`src/rtl/counter_sequencer_if.sv`:
```
// Configuration channel for counter_sequencer: modulus and wrap count under valid/ready.
// Ready is high only while the sequencer idles; offers outside IDLE are not taken.
interface counter_sequencer_if #(
    parameter int WIDTH  = 3,
    parameter int WRAP_W = 4
);
    logic              cfg_valid;
    logic              cfg_ready;
    logic [WIDTH-1:0]  cfg_mod;
    logic [WRAP_W-1:0] cfg_wraps;

    modport master (
        output cfg_valid,
        output cfg_mod,
        output cfg_wraps,
        input  cfg_ready
    );

    modport slave (
        input  cfg_valid,
        input  cfg_mod,
        input  cfg_wraps,
        output cfg_ready
    );
endinterface

```
`src/rtl/counter_sequencer.sv`:
```
// Modulo-N run controller with pause/abort, terminal-count and one-cycle done pulse.
// Start to first count is one cycle; config is accepted only in IDLE (ready otherwise low).
module counter_sequencer #(
    parameter int WIDTH       = 3,
    parameter int DEFAULT_MOD = 8,
    parameter int WRAP_W      = 4
) (
    input  logic                input_clock1_1,
    input  logic                input_reset1_2,
    input  logic                start,
    input  logic                stop,
    input  logic                pause,
    counter_sequencer_if.slave  cfg,
    output logic [WIDTH-1:0]    count,
    output logic                tc,
    output logic                busy,
    output logic                done,
    output logic [1:0]          state
);

    typedef enum logic [1:0] {
        S_IDLE  = 2'd0,
        S_RUN   = 2'd1,
        S_PAUSE = 2'd2,
        S_DONE  = 2'd3
    } state_t;

    // Modulus needs one extra bit so that 2^WIDTH is representable.
    localparam logic [WIDTH:0] MOD_FULL = {1'b1, {WIDTH{1'b0}}};
    localparam logic [WIDTH:0] MOD_DEF  = (WIDTH+1)'(DEFAULT_MOD);

    state_t            state_q, state_d;
    logic [WIDTH-1:0]  count_q, count_d;
    logic [WIDTH:0]    mod_reg;
    logic [WRAP_W-1:0] wraps_reg;
    logic [WRAP_W-1:0] wrap_cnt_q, wrap_cnt_d;
    logic              done_q, done_d;

    logic              cfg_fire;
    logic              at_terminal;
    logic              last_wrap;

    assign cfg_fire    = (state_q == S_IDLE) && cfg.cfg_valid;
    assign at_terminal = ({1'b0, count_q} == (mod_reg - 1'b1));
    assign last_wrap   = (wraps_reg != '0) && (wrap_cnt_q == (wraps_reg - 1'b1));

    always_ff @(posedge input_clock1_1) begin
        if (input_reset1_2) begin
            state_q    <= S_IDLE;
            count_q    <= '0;
            wrap_cnt_q <= '0;
            done_q     <= 1'b0;
        end else begin
            state_q    <= state_d;
            count_q    <= count_d;
            wrap_cnt_q <= wrap_cnt_d;
            done_q     <= done_d;
        end
    end

    always_ff @(posedge input_clock1_1) begin
        if (input_reset1_2) begin
            mod_reg   <= MOD_DEF;
            wraps_reg <= '0;
        end else if (cfg_fire) begin
            mod_reg   <= (cfg.cfg_mod == '0) ? MOD_FULL : {1'b0, cfg.cfg_mod};
            wraps_reg <= cfg.cfg_wraps;
        end
    end

    always_comb begin
        state_d    = state_q;
        count_d    = count_q;
        wrap_cnt_d = wrap_cnt_q;
        done_d     = 1'b0;
        unique case (state_q)
            S_IDLE: begin
                count_d = '0;
                if (start) begin
                    state_d    = S_RUN;
                    wrap_cnt_d = '0;
                end
            end
            S_RUN: begin
                if (stop) begin
                    state_d = S_IDLE;
                    count_d = '0;
                end else if (at_terminal) begin
                    // Terminal step wins over pause so a wrap is never stretched.
                    count_d    = '0;
                    wrap_cnt_d = wrap_cnt_q + 1'b1;
                    if (last_wrap) begin
                        state_d = S_DONE;
                        done_d  = 1'b1;
                    end
                end else if (pause) begin
                    state_d = S_PAUSE;
                end else begin
                    count_d = count_q + 1'b1;
                end
            end
            S_PAUSE: begin
                if (stop) begin
                    state_d = S_IDLE;
                    count_d = '0;
                end else if (!pause) begin
                    state_d = S_RUN;
                end
            end
            S_DONE: begin
                state_d = S_IDLE;
                count_d = '0;
            end
            default: begin
                state_d = S_IDLE;
                count_d = '0;
            end
        endcase
    end

    assign count         = count_q;
    assign tc            = (state_q == S_RUN) && at_terminal;
    assign busy          = (state_q == S_RUN) || (state_q == S_PAUSE);
    assign done          = done_q;
    assign state         = state_q;
    assign cfg.cfg_ready = (state_q == S_IDLE);

endmodule

```
`src/flat_wrapper.sv`:
```
// flat-port wrapper written by rule: the top's interface ports become plain ports
module counter_sequencer_flat 
#(
    parameter int WIDTH       = 3,
    parameter int DEFAULT_MOD = 8,
    parameter int WRAP_W      = 4
)
  (input_clock1_1, input_reset1_2, start, stop, pause, count, tc, busy, done, state, cfg_cfg_valid, cfg_cfg_mod, cfg_cfg_wraps, cfg_cfg_ready);
  counter_sequencer_if #(.WIDTH(WIDTH), .WRAP_W(WRAP_W)) cfg_i ();
  input  logic input_clock1_1;
  input  logic input_reset1_2;
  input  logic start;
  input  logic stop;
  input  logic pause;
  output logic [WIDTH-1:0] count;
  output logic tc;
  output logic busy;
  output logic done;
  output logic [1:0] state;
  input wire logic [$bits(cfg_i.cfg_valid)-1:0] cfg_cfg_valid;
  input wire logic [$bits(cfg_i.cfg_mod)-1:0] cfg_cfg_mod;
  input wire logic [$bits(cfg_i.cfg_wraps)-1:0] cfg_cfg_wraps;
  output wire logic [$bits(cfg_i.cfg_ready)-1:0] cfg_cfg_ready;
  assign cfg_i.cfg_valid = cfg_cfg_valid;
  assign cfg_i.cfg_mod = cfg_cfg_mod;
  assign cfg_i.cfg_wraps = cfg_cfg_wraps;
  assign cfg_cfg_ready = cfg_i.cfg_ready;
  counter_sequencer #(.WIDTH(WIDTH), .DEFAULT_MOD(DEFAULT_MOD), .WRAP_W(WRAP_W)) u_core (.input_clock1_1(input_clock1_1), .input_reset1_2(input_reset1_2), .start(start), .stop(stop), .pause(pause), .cfg(cfg_i), .count(count), .tc(tc), .busy(busy), .done(done), .state(state));
endmodule
```
`config.mk`:
```
export PLATFORM = sky130hd
export DESIGN_NAME = counter_sequencer_flat
export DESIGN_NICKNAME = d
export VERILOG_FILES = /design/src/rtl/counter_sequencer_if.sv /design/src/rtl/counter_sequencer.sv /design/src/flat_wrapper.sv
export SDC_FILE = /design/constraint.sdc
export NUM_CORES = 1
export LEC_CHECK = 0
export BUFFER_PORTS_ARGS = -buffer_cell sky130_fd_sc_hd__buf_2
export CORE_UTILIZATION = 43
export DETAILED_ROUTE_END_ITERATION = 12
export HOLD_SLACK_MARGIN = 0.15
export PLACE_DENSITY_LB_ADDON = 0.15
export SKIP_CTS_REPAIR_TIMING = 1
export SYNTH_ARGS = -nofsm -noshare
export SYNTH_HDL_FRONTEND = slang
export SYNTH_SLANG_ARGS = --single-unit
export TNS_END_PERCENT = 100
```
`constraint.sdc`:
```
create_clock -name input_clock1_1 -period 2.78 [get_ports input_clock1_1]
set_clock_uncertainty 0.15 [all_clocks]
set_input_delay 0.556 -clock input_clock1_1 [delete_from_list [all_inputs] [get_ports input_clock1_1]]
set_output_delay 0.556 -clock input_clock1_1 [all_outputs]
set_load 0.02 [all_outputs]
```
==> results.cfg <==
[grt]
grt_max_degree = 18
track_usage_pct = 17.3
grt_pass1_wl_mm = 3.41
grt_pass1_vias = 815
antenna_found_initial = 0
overflow = 0

[sta]
setup_tns_ns = 0
relSlewSlack_pct = 75.4
grt_setup_unrepaired = no
fin_crit_sh_pct = 93.7
fin_crit_ns = 2.60
worst_slack_ns = 0.176
slew_viol_final = 0
whs_ns = 0.303
setup_viol = 0
fmax_mhz = 384
hold_violations = 0
tightest_slew_ns = 0.367

[clock_network]
root_buffer = clkbuf_4
cts_tree = built
clock_sinks = 18
clk_latency_ns = 0.30
htree_levels = 1
clk_pin_slew_ns = 0.10
clock_path_buffers = 2
cts_made_buffers = 3

[placed_design]
pre_cts_slack_ns = 0.445
dpl.hpwl_mm = 1.57
gp_congestion = 0.734
portBuffers = 21

[worst_setup_path]
critical_path.max_fanout = 8
startpoint_type = register
r2r-start = u_core.mod_reg[0]
arrival_ns = 1.90
worst_setup_path_end_kind = primary output
crit_path_start = u_core.mod_reg[0]
crit_type = reg -> out
cp.required_ns = 2.07

[finish]
syn_to_final_growth_pct = 15.8
final_common_cell = buf_2
utilization_pct = 54.1
drive_gt1_share_pct = 25.9
final_cell_mix = buf_2 (21), nand2_1 (18), dfxtp_1 (17), a21oi_1 (12), inv_1 (8)
num_antenna_cells = 0
final_nets = 168

[synthesis]
synth_fp_nets = 145
synth_seq_area_share_pct = 34.2
synth_top_family_by_area = simple AND/OR/NAND/NOR gates
synth_mux_area_share_pct = 2.14
yosys.area_share.simple_pct = 27.7
synthArstFlopShare_pct = 0
synthFlopType = dfxtp_1
yosysWarnings = 0
netlist-cell-type-count = 39
syn_area_per_cell_um2 = 8.43
ys_ff_latch = 18
postSynthCellCount = 125
synthAdderAreaFrac_pct = 8.31
syn_area_um2 = 1050
yosys.area_share.xor_xnor_pct = 7.48
synth-edff-count = 0
synth_compound_area_share_pct = 16.3

[routing]
drc_errors = 0
wl_per_cell_um = 11.8
drt_iter0_drc = 12
viasPerCell = 5.21
firstDrtPassIters = 4
antenna_left = 0
wl_mm = 2.07
dr_total_vias = 912

[outcome]
status = finished clean

[die]
start_util_pct = 46.7
num_rows = 17
core_area_um2 = 2250
dieWidth_um = 51.5
fp.dieArea_um2 = 2650
die_h_um = 51.5
pin_count = 22

[job]
drv_cap = 0

[pwr]
powerDensity_nw_per_um2 = 474
ir_drop_mv = 0.262
p_leak_uw = 0.000519
total_power_uw = 578

[worst_hold_path]
hp-class = in -> reg
hp-start = cfg_cfg_mod[1]
## per-layer routing
| layer | track usage, % | wire [um] | part of all wire (%) | vias up |
|---|---|---|---|---|
| met5 | 0 | 0 | 0 | - |
| met4 | 8.11 | 22 | 1.1 | 0 |
| met3 | 3.51 | 70 | 3.4 | 4 |
| met2 | 29.2 | 982 | 48 | 16 |
| met1 | 20.9 | 991 | 48 | 416 |
| li1 | - | - | - | 476 |
## final timing paths
path,to,slack [ns],cells after the start
max reg2reg,u_core.state[1],0.56,8
max,tc,0.18,7
min reg2reg,u_core.wraps_reg[1],0.34,2
min,u_core.mod_reg[3],0.30,2
## through the flow
| stage | area [um2] | std cells |
|---|---|---|
| finish | 1220 | 175 |
| global route | 1220 | 175 |
| CTS | 1220 | 175 |
| detailed placement | 1180 | 171 |
| global placement | 1180 | 171 |
| floorplan | 1050 | 125 |
## logic make-up (layout without fill, tap and decap cells)
| logic type | after synthesis | count (layout) |
|---|---|---|
| simple gates | 53 | 53 |
| compound gates | 25 | 25 |
| flops | 18 | 18 |
| buf+inv | 11 | 33 |
| xor+xnor | 9 | 9 |
| fa+ha+maj | 7 | 7 |
| mux | 2 | 2 |
## worst max-delay path, cell delays in order, from the launching register on
cell     delay (ns)
dfxtp_2        0.39
inv_1          0.06
ha_1           0.20
xor2_1         0.15
nor3_1         0.29
o21a_4         0.23
and2_2         0.14
buf_2          0.15
## cell type report
type	instances	area (um2)
clock buffer	4	36.3
fill	232	1030
inverter	8	30.0
multi-input combinational	96	652
sequential	18	362
tap	28	35.0
timing repair buffer	21	105
## synth_stat cells, types with 2 or more instances
cell | n | area [um2]
inv_1 | 8 | 30.0
xor2_1 | 6 | 52.6
ha_1 | 7 | 87.6
nor3_1 | 3 | 15.0
nor2b_1 | 3 | 18.8
nor2_1 | 7 | 26.3
dfxtp_1 | 18 | 360
or3_2 | 2 | 15.0
nand3b_1 | 2 | 15.0
or3_1 | 2 | 12.5
xnor2_1 | 3 | 26.3
a21oi_1 | 12 | 60.1
nor3_2 | 3 | 30.0
nand2_1 | 18 | 67.6
and2_1 | 2 | 12.5
clkbuf_1 | 3 | 11.3
nand3_1 | 3 | 15.0
o211ai_1 | 2 | 15.0
## report_power, final
group / leakage (uW) / total, uW / internal (uW) / switching (uW)
Combinational: 0.000351 / 126 / 54.6 / 71.9
Clock: 0.0000210 / 168 / 79.9 / 88.6
Sequential: 0.000147 / 284 / 270 / 13.0
Total: 0.000519 / 578 / 405 / 174
Note: power is estimated with default switching activity, not from simulation.
